File: src/rtl/deserializer.sv
// MSB-first serial-to-parallel receiver with sync-marker word alignment and a valid/ready output.
// Optional even-parity bit after each word when DESER_PARITY_EN is defined.
module deserializer #(
    parameter int WIDTH = 8
) (
    input  logic             clk,
    input  logic             rst,
    input  logic             ser_i,
    input  logic             bit_vld,
    input  logic             sync,
    input  logic             data_rdy,
    input  logic             clr_ovr,
    output logic [WIDTH-1:0] par_data,
    output logic             data_vld,
    output logic             overrun,
    output logic             frame_err,
    output logic             busy,
    output logic             parity_err
);
    localparam int CW = $clog2(WIDTH) + 1;

`ifdef DESER_PARITY_EN
    typedef enum logic [1:0] {IDLE, SHIFT, PAR} state_t;
`else
    typedef enum logic {IDLE, SHIFT} state_t;
`endif

    state_t           r_state;
    logic [WIDTH-1:0] r_shreg;
    logic [CW-1:0]    r_cnt;
    logic [WIDTH-1:0] r_par_data;
    logic             r_data_vld;
    logic             r_overrun;
    logic             r_frame_err;
`ifdef DESER_PARITY_EN
    logic             r_parity_err;
`endif

    // A same-cycle accept frees the output slot for a newly completed word.
    logic             w_free;
    logic [WIDTH-1:0] w_word;

    assign w_free = !r_data_vld || data_rdy;
    assign w_word = {r_shreg[WIDTH-2:0], ser_i};

    always_ff @(posedge clk or posedge rst) begin
        if (rst) begin
            r_state      <= IDLE;
            r_shreg      <= '0;
            r_cnt        <= '0;
            r_par_data   <= '0;
            r_data_vld   <= 1'b0;
            r_overrun    <= 1'b0;
            r_frame_err  <= 1'b0;
`ifdef DESER_PARITY_EN
            r_parity_err <= 1'b0;
`endif
        end else begin
            r_frame_err <= 1'b0;
            if (r_data_vld && data_rdy) r_data_vld <= 1'b0;
            if (clr_ovr) r_overrun <= 1'b0;

            if (bit_vld) begin
                if (sync) begin
                    if (r_state != IDLE) r_frame_err <= 1'b1;
                    r_shreg <= {{(WIDTH-1){1'b0}}, ser_i};
                    r_cnt   <= CW'(1);
                    r_state <= SHIFT;
                end else begin
                    case (r_state)
                        IDLE: ;
                        SHIFT: begin
                            r_shreg <= w_word;
                            r_cnt   <= r_cnt + CW'(1);
                            if (r_cnt == CW'(WIDTH-1)) begin
`ifdef DESER_PARITY_EN
                                r_state <= PAR;
`else
                                r_state <= IDLE;
                                if (w_free) begin
                                    r_par_data <= w_word;
                                    r_data_vld <= 1'b1;
                                end else begin
                                    r_overrun  <= 1'b1;
                                end
`endif
                            end
                        end
`ifdef DESER_PARITY_EN
                        PAR: begin
                            r_state <= IDLE;
                            if (w_free) begin
                                r_par_data   <= r_shreg;
                                r_parity_err <= (^r_shreg) ^ ser_i;
                                r_data_vld   <= 1'b1;
                            end else begin
                                r_overrun    <= 1'b1;
                            end
                        end
`endif
                        default: r_state <= IDLE;
                    endcase
                end
            end
        end
    end

    assign par_data  = r_par_data;
    assign data_vld  = r_data_vld;
    assign overrun   = r_overrun;
    assign frame_err = r_frame_err;
    assign busy      = (r_state != IDLE);
`ifdef DESER_PARITY_EN
    assign parity_err = r_parity_err;
`else
    assign parity_err = 1'b0;
`endif

endmodule

File: config.mk
export PLATFORM = sky130hd
export DESIGN_NAME = deserializer
export DESIGN_NICKNAME = d
export VERILOG_FILES = /design/src/rtl/deserializer.sv
export SDC_FILE = /design/constraint.sdc
export NUM_CORES = 1
export LEC_CHECK = 0
export ABC_CLOCK_PERIOD_IN_PS = 1500
export BUFFER_PORTS_ARGS = -buffer_cell sky130_fd_sc_hd__buf_2
export CAP_MARGIN = 20
export CORE_ASPECT_RATIO = 1.4
export CORE_MARGIN = 2
export CORE_UTILIZATION = 47
export DETAILED_ROUTE_END_ITERATION = 6
export PLACE_DENSITY = 0.71
export SETUP_SLACK_MARGIN = 0.2
export SLEW_MARGIN = 20
export SYNTH_ARGS = -nofsm -noshare
export SYNTH_HDL_FRONTEND = slang
export SYNTH_SLANG_ARGS = --single-unit
File: constraint.sdc
create_clock -name clk -period 1.5 [get_ports clk]
set_input_delay 0.15 -clock clk [delete_from_list [all_inputs] [get_ports clk]]
set_output_delay 0.15 -clock clk [all_outputs]
set_load 0.01 [all_outputs]
# Word-level counts from Yosys, hierarchy flattened
# Index checks and enable logic that the tools add are counted.
[classes]
n_reduce_logical = 6
bitwise = 1
add_sub_neg = 1
eq_ne = 1
mux = 22
[ops]
columns = ["cell", "n"]
rows = [
  ["$mux 1", 18],
  ["$mux 7", 2],
  ["$mux 4", 2],
  ["$reduce_and 5->1", 1],
  ["$add 4x1->4 const B", 1],
  ["$eq 4x3->1 const B", 1],
  ["$reduce_and 2->1", 1],
  ["$reduce_bool 2->1", 1],
  ["$logic_and 1x1->1", 1],
  ["$logic_not 1->1", 1],
  ["$logic_or 1x1->1", 1],
  ["$not 1->1", 1],
]
[totals]
output_inout_bits = 13
reg_bits = 23
elab_cells = 38
input_bits = 7

# Logic depth before layout (Yosys ltp)
# Gate-level depths: netlist of the first run.
[depth]
word_depth = 7
mapped_depth = 5
ltp_nobuf = 4

# Worst setup path before layout of the first run
# Ideal clock, no wire load.
[synth_timing]
path_type = "register to register"
from = "register r_cnt[0]"
to = "register r_par_data[0], in the netlist par_data[0]"
arrival_time_ns = 1.379
required_time_ns = 1.375
path_buffers = 1
stages_incl_launch_ff = 6
period_less_slack_ns = 1.505
setup_slack_ns = -0.005
setup_ns = 0.125
cell_sequence = "dfrtp_1 ha_1 and3b_1 and4_1 buf_6 mux2_4"
[synth_via]
elab_chain_cells = 2
[synth_lines]
columns = ["element", "line_no", "rtl"]
rows = [
  ["from (decl)", "30", "logic [CW-1:0] r_cnt;"],
  ["from (signal assigned)", "74", "r_cnt <= r_cnt + CW'(1);"],
  ["$eq 4x3->1", "75", "if (r_cnt == CW'(WIDTH-1)) begin"],
  ["$reduce_and 5->1 (no line)", "--", ""],
  ["to (signal assigned)", "81", "r_par_data <= w_word;"],
  ["to (decl)", "31", "logic [WIDTH-1:0] r_par_data;"],
]
# No other way between the ends.
# A chain may end at the register's enable or synchronous reset.

# Worst setup path in the final report of the first run
[layout_timing]
from = "register r_cnt[0]"
to = "register r_par_data[7], in the netlist par_data[7]"
# Same word-level chain as after synthesis.

==> results.yml, run 1 <==
status:
  status: "finished with violations"
  violations: "setup timing"
sta:
  fin_crit_sh: 1.02
  finalSetupViolCount: 8
  setup_ws_ns: -0.0327
  hold_ws_ns: 0.104
  final.setup.tns_ns: -0.197
  finalMaxSlewViolations: 0
  skew_ns: 0.00558
  final_hold_viol_count: 0
  layout_min_cycle_time_ns: 1.53
  fmax_mhz: 652
  grt_setup_unrepaired: "true"
detailed_routing:
  wl_um: 1760
  vias: 686
  ant_nets: 0
  drc: 0
  drtIter0Drc: 12
  viasPerCell: 5.32
  wl_per_cell_um: 13.6
  first_pass_iters: 4
finish:
  final_util: 0.620
  diodes: 0
  layout-drive-gt1-share: 0.472
  syn_to_final_growth_pct: 24.1
  final_area_um2: 1240
  mostFrequentLayoutCells: "23 x dfrtp_1, 18 x buf_2, 15 x buf_4, 8 x mux2_4, 6 x a22o_1"
  fillers: 167
  final_common_cell: "dfrtp_1"
  final_nets: 117
  seqCellArea_um2: 576
  multi_input_area_um2: 375
setup_path:
  criticalPathCategory: "register to register"
  reg2regPathDepth: 4
  slowest_stage: "dfrtp_1"
  worst_ep_required_time_ns: 1.69
  crit_path_max_incr_delay_ns: 0.38
  cp-endpoint: "par_data[7]$_DFFE_PP0P_"
  startpoint_type: "register"
  crit_arrival_ns: 1.72
  reg2reg_slack_ns: -0.03
  reg2reg_to: "par_data[7]$_DFFE_PP0P_"
  path_cells: "ha_2, and3b_1, and4_4, mux2_4"
  path_delay_family: "simple AND/OR/NAND/NOR gates"
  path_depth: 4
  r2r-start: "r_cnt[0]$_DFFE_PP0P_"
  cp_max_fo: 8
  path_buf_inv: 0
  setup.worst_path.start: "r_cnt[0]$_DFFE_PP0P_"
  cp-end-kind: "register"
power_and_ir_drop:
  p_per_area_nw_per_um2: 1030
  ir_worst_vdd_v: 0.000666
  p_leak_nw: 0.658
place:
  place_area_um2: 1150
  gp_congestion: 0.839
  numPortBuffers: 18
  dp_hpwl_um: 1250
  dp_slack_ns: -0.207
cts:
  cts.path.max_buffers: 2
  clk_latency_ns: 0.30
  clkTransAtPathRegs_ns: 0.12
  cts_sinks: 23
  numCtsBuffers: 3
  cts_tree: "yes"
  htree_num_levels: 1
  root_buffer: "clkbuf_4"
logic_synthesis:
  synthDistinctLibCells: 27
  seq_area_frac_synth: 0.576
  syn_nets: 82
  synth_top_area_share: 0.576
  synth_warnings: 0
  syn_inst: 74
  yosys_register_bits: 23
  avgSynthCellArea_um2: 13.5
  netlist_area_um2: 998
  synth_area_leaders: "dfrtp_1 58%, mux2_4 12%, a22o_1 5.3%"
  yosysTopAreaCell: "dfrtp_1"
global_routing:
  grt_pass1_vias: 640
  grt_pass1_wl_um: 2820
  grt_max_degree: 24
  grtUsageTotal: 0.146
  gr-total-overflow: 0
  antenna_found_initial: 0
floorplanning:
  coreArea_um2: 2000
  die_w_um: 43.0
  start_util: 0.500
  die_h_um: 58.5
  num_rows: 19
  io_pins: 20
  die_area_um2: 2510
run:
  max_cap_viol_count: 0
hold_path:
  hp-class: "input port to register"
## logic make-up (layout without fill, tap and decap cells)
logic type,Yosys count,in the layout,share of synthesized area
flops,23,23,0.576
compound gates,15,15,0.112
simple gates,15,15,0.0865
mux,11,11,0.152
buf+inv,8,42,0.0576
fa+ha+maj,1,1,0.0125
other cells,1,1,0.00376
## how the worst min path moves through the flow
stage | end | cells after the start | start | slack (ns)
after floorplan | busy$_DFFE_PP0P_ | 1 | rst | 0.15
after detailed placement | par_data[0]$_DFFE_PP0P_ | 3 | rst | 0.20
final | par_data[0]$_DFFE_PP0P_ | 2 | ser_i | 0.10
after CTS | overrun$_DFF_PP0_ | 2 | clr_ovr | 0.01
after global placement | par_data[7]$_DFFE_PP0P_ | 3 | rst | 0.20
after global routing | r_shreg[0]$_DFFE_PP0P_ | 2 | ser_i | 0.09
## state kept, by name (all words and copies together), names as in the netlist
name	flops
par_data	8
r_shreg	7
r_cnt	4
busy	1
data_vld	1
frame_err	1
overrun	1
## metrics by stage
step | cells | power, mW
3_3_place_gp | 118 | 0.972
6_report | 129 | 1.27
3_5_place_dp | 118 | 0.983
5_1_grt | 129 | 1.35
4_1_cts | 125 | 1.26
2_1_floorplan | 74 | 0.882
## area by class of cell
type                    count  area share
clock buffers               3      0.0182
clock inverters             1     0.00404
inverters                   3     0.00909
multi-input cells          43       0.303
flip-flops and latches     23       0.465
well taps                  21      0.0212
repair buffers             35       0.180
## worst reg2reg max path: stages (launching register included)
cell and delay (ns):
dfrtp_1 0.38, ha_2 0.19, and3b_1 0.20, and4_4 0.34, mux2_4 0.32
## metal layers
| metal | up-vias | share of wire | global-route usage |
|---|---|---|---|
| li1 | 325 | - | - |
| met1 | 334 | 0.43 | 0.198 |
| met2 | 25 | 0.51 | 0.240 |
| met3 | 2 | 0.050 | 0.0276 |
| met4 | 0 | 0.0080 | 0.0390 |
| met5 | - | 0 | 0 |
## synthesized netlist by cell type
cell	n
buf_6	3
buf_2	1
mux2_4	8
and3_1	1
buf_4	1
a21oi_1	1
conb_1	1
o21ai_2	1
nor2_1	1
and4_1	1
inv_1	3
nand2_1	4
ha_1	1
a22o_1	6
mux2i_1	2
nand3_1	2
mux2_2	1
a31oi_1	1
o22ai_1	1
nand4_1	1
and3b_1	1
nor2b_1	1
nand2b_1	2
dfrtp_1	23
o21ai_0	3
nor2b_2	1
o2bb2ai_1	2
## timing repair
item                       in CTS  in global routing
hold endpoints to repair       23                  1
gates resized for setup         3                  0
hold buffers                    1                  1
setup buffers                   2                  3
pin swaps                       0                  1
setup endpoints to repair       8                 11
## report_power, final
group | switching, mW | internal (mW) | leakage, nW
Combinational | 0.119 | 0.161 | 0.336
Sequential | 0.0449 | 0.682 | 0.305
Clock | 0.169 | 0.0991 | 0.0177
Total | 0.333 | 0.942 | 0.658
Power figures use the tool's default switching activity.
==> run 2: changes to the inputs <==
CORE_UTILIZATION = 40   (was 47)
CTS_CLUSTER_SIZE = 12   (was default)
PLACE_DENSITY = 0.61   (was 0.71)
==> run 2 against run 1 <==
Net effect: the run still ends with setup timing left; sequential cell count unchanged; non-clock buffer count shrank 1; worst hold slack worse by 0.088 ns; wire length up 4.6%; via count is 0.58% higher; sequential power down 0.6%; final area is 0.20% higher.
==> results.yml, run 2 (synthesized netlist as in run 1, its figures left out) <==
sta:
  skew_ns: 0.00927
  finalSetupViolCount: 8
  grt_setup_unrepaired: "true"
  final_hold_viol_count: 0
  fmax_mhz: 657
  layout_min_cycle_time_ns: 1.52
  finalMaxSlewViolations: 0
  fin_crit_sh: 1.01
  setup_ws_ns: -0.0210
  final.setup.tns_ns: -0.0724
detailed_routing:
  drtIter0Drc: 25
  wl_um: 1840
  ant_nets: 0
  wl_per_cell_um: 13.0
  viasPerCell: 4.89
  first_pass_iters: 4
  vias: 690
  drc: 0
place:
  gp_congestion: 0.835
  dp_slack_ns: -0.244
  dp_hpwl_um: 1320
  place_area_um2: 1180
  numPortBuffers: 18
  place_inst: 133
setup_path:
  cp-end-kind: "register"
  crit_path_max_incr_delay_ns: 0.39
  crit_arrival_ns: 1.72
  cp_max_fo: 8
  slowest_stage: "dfrtp_1"
  path_buf_inv: 0
  worst_ep_required_time_ns: 1.70
  path_cells: "ha_2, and3b_1, and4_4, mux2_4"
  path_delay_family: "simple AND/OR/NAND/NOR gates"
  startpoint_type: "register"
  reg2reg_slack_ns: -0.02
  criticalPathCategory: "register to register"
power_and_ir_drop:
  internal_power_uw: 949
  switchingPower_uw: 344
  p_per_area_nw_per_um2: 1040
  ir_worst_vdd_v: 0.000492
  swShare: 0.266
  p_leak_nw: 0.650
  power_frac_clock: 0.220
  p_comb_frac: 0.221
  seqPwrFrac: 0.559
  power_mw: 1.29
finish:
  layout-drive-gt1-share: 0.467
  syn_to_final_growth_pct: 24.3
  final_common_cell: "dfrtp_1"
  fin_cells: 141
  final_nets: 116
  largest_register_ffs: 8
  final_area_um2: 1240
  mostFrequentLayoutCells: "23 x dfrtp_1, 18 x buf_2, 15 x buf_4, 8 x mux2_4, 6 x a22o_1"
  diodes: 0
cts:
  clk_latency_ns: 0.31
  clkTransAtPathRegs_ns: 0.13
  cts_sinks: 23
  htree_num_levels: 1
  numCtsBuffers: 3
  root_buffer: "clkbuf_4"
  cts_tree: "yes"
  cts.path.max_buffers: 2
floorplanning:
  coreArea_um2: 2390
  die_area_um2: 2920
  start_util: 0.418
  num_rows: 21
  io_pins: 20
  die_h_um: 63.1
  die_w_um: 46.2
hold_path:
  hp-class: "input port to register"
global_routing:
  antenna_found_initial: 0
  grt_pass1_wl_um: 3300
  gr-total-overflow: 0
  grtUsageTotal: 0.153
  grt_pass1_vias: 707
  grt_max_degree: 24
run:
  max_cap_viol_count: 0
status:
  violations: "setup timing"
  status: "finished with violations"
-- run 2: cell count changes in the layout (fill, tap and decap cells not counted), sizes merged --
cell         before  now
clkbuf            3    4
clkinv            1    0
dlygate4sd3       2    1
-- run 2: area by class of cell --
class	count	area (um2)
Clock buffer	4	26.3
Fill cell	224	1150
Inverter	3	11.3
Multi-Input combinational cell	43	373
Sequential cell	23	576
Tap cell	34	42.5
Timing Repair Buffer	34	213
-- run 2: layer usage --
layer | global-route usage | wire length, um | vias up
met5 | 0 | 0 | -
met4 | 0.0643 | 12 | 0
met3 | 0.0258 | 47 | 2
met2 | 0.226 | 925 | 9
met1 | 0.217 | 852 | 352
li1 | - | - | 327
-- run 2: per-stage QoR --
stage / hold WS [ns] / utilization
2_1_floorplan: 0.152 / -
5_1_grt: 0.00396 / 0.519
6_report: 0.0157 / 0.519
3_3_place_gp: 0.205 / 0.492
3_5_place_dp: 0.208 / 0.492
4_1_cts: 0.00549 / 0.515
-- run 2: repair_timing --
action	4_1_cts	5_1_grt
resized for setup	2	1
endpoints found under the hold margin	23	0
setup endpoints to repair	8	11
buffers inserted	2	1
pin swaps	2	1
hold buffers	1	0
-- run 2: worst reg2reg max path: stages, from the launching register on --
cell and delay (ns):
dfrtp_1 0.39, ha_2 0.18, and3b_1 0.19, and4_4 0.33, mux2_4 0.32
-- run 2: final timing paths --
path | from | endpoint | cells past startpoint
setup / recovery | r_cnt[1]$_DFFE_PP0P_ | par_data[4]$_DFFE_PP0P_ | 4
min in group asynchronous | rst | r_cnt[1]$_DFFE_PP0P_ | 4
setup reg to reg | r_cnt[1]$_DFFE_PP0P_ | par_data[4]$_DFFE_PP0P_ | 4
max in group asynchronous | rst | r_cnt[0]$_DFFE_PP0P_ | 4
hold reg to reg | par_data[3]$_DFFE_PP0P_ | par_data[3]$_DFFE_PP0P_ | 1
hold / removal | clr_ovr | overrun$_DFF_PP0_ | 2
-- run 2: power by group through the flow --
stage / sequential [mW] / combinational, mW / clock (mW)
global placement: 0.733 / 0.260 / 0
global route: 0.733 / 0.316 / 0.324
floorplan: 0.747 / 0.135 / 0
finish: 0.723 / 0.285 / 0.285
detailed placement: 0.734 / 0.266 / 0
CTS: 0.723 / 0.282 / 0.293
==> run 3: changes to the inputs <==
ABC_AREA = 1   (was default)
ABC_CLOCK_PERIOD_IN_PS = default   (was 1500)
PLACE_DENSITY = 0.62   (was 0.61)
==> run 3 against run 2 <==
Net effect: the flow now finishes without violations; sequential share of layout area up 2.8 points; clock skew is 0.0035 ns lower; clock-buffer cell count shrank 1; cell count increased by 9.2%; core utilization is 2.4 points lower; global-route usage is 1.1 points lower; via count rose by 13%; critical path depth is 2 higher; critical path type unchanged; largest power group unchanged.
==> results.yml, run 3 <==
global_routing:
  grtUsageTotal: 0.143
  grt_max_degree: 24
  gr-total-overflow: 0
  grt_pass1_wl_um: 3040
  antenna_found_initial: 0
  grt_pass1_vias: 722
cts:
  cts_sinks: 23
  cts_tree: "yes"
  cts.path.max_buffers: 2
  root_buffer: "clkbuf_4"
  numCtsBuffers: 3
  clk_latency_ns: 0.31
  clkTransAtPathRegs_ns: 0.12
  htree_num_levels: 1
logic_synthesis:
  synth_area_leaders: "dfrtp_1 58%, nand2_1 13%, inv_1 5.7%"
  synth_top_area_share: 0.582
  synth-edff-count: 0
  avgSynthCellArea_um2: 9.25
  yosysTopAreaCell: "dfrtp_1"
  syn_nets: 115
  synth_warnings: 0
  synth_commonest_cells: "35 x nand2_1, 23 x dfrtp_1, 15 x inv_1"
  synth_flop_cell: "dfrtp_1"
  netlist_area_um2: 990
  synth.most_common_cell: "nand2_1"
  syn_inst: 107
  seq_area_frac_synth: 0.582
  yosys_register_bits: 23
  synthDistinctLibCells: 20
  synth-async-reset-ratio: 1.00
sta:
  hold_ws_ns: 0.0604
  finalSetupViolCount: 0
  final_hold_viol_count: 0
  setup_ws_ns: 0.302
  fmax_mhz: 835
  grt_setup_unrepaired: "false"
  final.setup.tns_ns: 0
  finalMaxSlewViolations: 0
  layout_min_cycle_time_ns: 1.20
  fin_crit_sh: 0.798
  skew_ns: 0.00576
place:
  gp_congestion: 0.748
  place_area_um2: 1110
  dp_slack_ns: 0.266
  place_inst: 148
  numPortBuffers: 18
  dp_hpwl_um: 1350
status:
  status: "finished clean"
power_and_ir_drop:
  swShare: 0.310
  power_frac_clock: 0.216
  ir_worst_vdd_v: 0.000644
  power_mw: 1.35
  seqPwrFrac: 0.565
  switchingPower_uw: 417
  internal_power_uw: 930
  p_leak_nw: 0.655
  p_comb_frac: 0.219
  p_per_area_nw_per_um2: 1150
finish:
  layout-drive-gt1-share: 0.267
  final_util: 0.495
  final_area_um2: 1170
  fillers: 237
  final_nets: 140
  syn_to_final_growth_pct: 18.2
  final_common_cell: "nand2_1"
  mostFrequentLayoutCells: "35 x nand2_1, 23 x dfrtp_1, 18 x buf_2, 15 x inv_1, 8 x nand4_1"
  fin_cells: 154
  diodes: 0
  largest_register_ffs: 8
floorplanning:
  die_area_um2: 2890
  start_util: 0.419
  die_w_um: 46.0
  io_pins: 20
  num_rows: 21
  die_h_um: 62.9
  coreArea_um2: 2360
detailed_routing:
  ant_nets: 0
  first_pass_iters: 4
  drtIter0Drc: 7
  viasPerCell: 5.05
  drc: 0
  wl_per_cell_um: 11.6
  wl_um: 1780
  vias: 777
hold_path:
  hp-class: "input port to register"
setup_path:
  cp-end-kind: "register"
  cp_max_fo: 10
  criticalPathCategory: "register to register"
  startpoint_type: "register"
  worst_ep_required_time_ns: 1.72
  crit_arrival_ns: 1.41
run:
  max_cap_viol_count: 0
[run 3: changes by cell type in the layout (fill, tap and decap cells not counted), sizes merged, moves of 2 or more]
cell / delta
nand2: +34
nor2b: -2
nand4: +7
inv: +12
nor2: +3
o22ai: +4
buf: -10
mux2: -9
nand2b: -2
o2bb2ai: -2
a22o: -6
mux2i: -2
[run 3: worst max-delay path, cell delays in order (launching register included)]
cell,delay (ns)
dfrtp_1,0.42
ha_1,0.21
nand2_1,0.13
nor2_4,0.06
buf_6,0.14
nand4_1,0.09
nand2_1,0.06
[run 3: timing repair]
item,4_1_cts,5_1_grt
endpoints found under the hold margin,23,0
setup buffers,0,1
hold buffers,1,0
resized for setup,0,3
endpoints found under the setup margin,0,10
[run 3: worst paths after layout]
check,from,endpoint,slack (ns),cells after the start
max,r_cnt[0]$_DFFE_PP0P_,par_data[0]$_DFFE_PP0P_,0.30,6
min,clr_ovr,overrun$_DFF_PP0_,0.06,4
max reg2reg,r_cnt[0]$_DFFE_PP0P_,par_data[0]$_DFFE_PP0P_,0.30,6
min reg2reg,par_data[4]$_DFFE_PP0P_,par_data[4]$_DFFE_PP0P_,0.48,2
max in group asynchronous,rst,r_shreg[0]$_DFFE_PP0P_,0.88,4
min in group asynchronous,rst,par_data[2]$_DFFE_PP0P_,0.40,4
[run 3: area by class of cell]
class | instances | area, um2 | area share
Inverter | 15 | 56.3 | 0.0481
Timing Repair Buffer | 24 | 141 | 0.121
Clock inverter | 1 | 5.00 | 0.00428
Multi-Input combinational cell | 65 | 340 | 0.291
Tap cell | 23 | 28.8 | 0.0246
Sequential cell | 23 | 576 | 0.492
Clock buffer | 3 | 22.5 | 0.0193
[run 3: metal layers]
layer	global-route usage	up-vias	share of wire
li1	-	388	-
met1	0.144	374	0.42
met2	0.255	11	0.53
met3	0.0260	4	0.025
met4	0.0750	0	0.024
met5	0	-	0
[run 3: power by group through the flow]
| stage | Combinational [mW] | Sequential, mW | Clock (mW) |
|---|---|---|---|
| CTS | 0.269 | 0.767 | 0.297 |
| global route | 0.340 | 0.772 | 0.319 |
| floorplan | 0.164 | 0.789 | 0 |
| global placement | 0.257 | 0.773 | 0 |
| detailed placement | 0.266 | 0.780 | 0 |
| finish | 0.295 | 0.761 | 0.291 |
[run 3: cell families (layout without fill, tap and decap cells)]
group | count (synthesis) | after routing | share of synthesized area
AOI/OAI and AO/OA | 11 | 11 | 0.0721
DFF | 23 | 23 | 0.582
adders and majority gates | 1 | 1 | 0.0126
buffers and inverters | 19 | 43 | 0.0872
and+or+nand+nor | 52 | 52 | 0.243
other | 1 | 1 | 0.00379
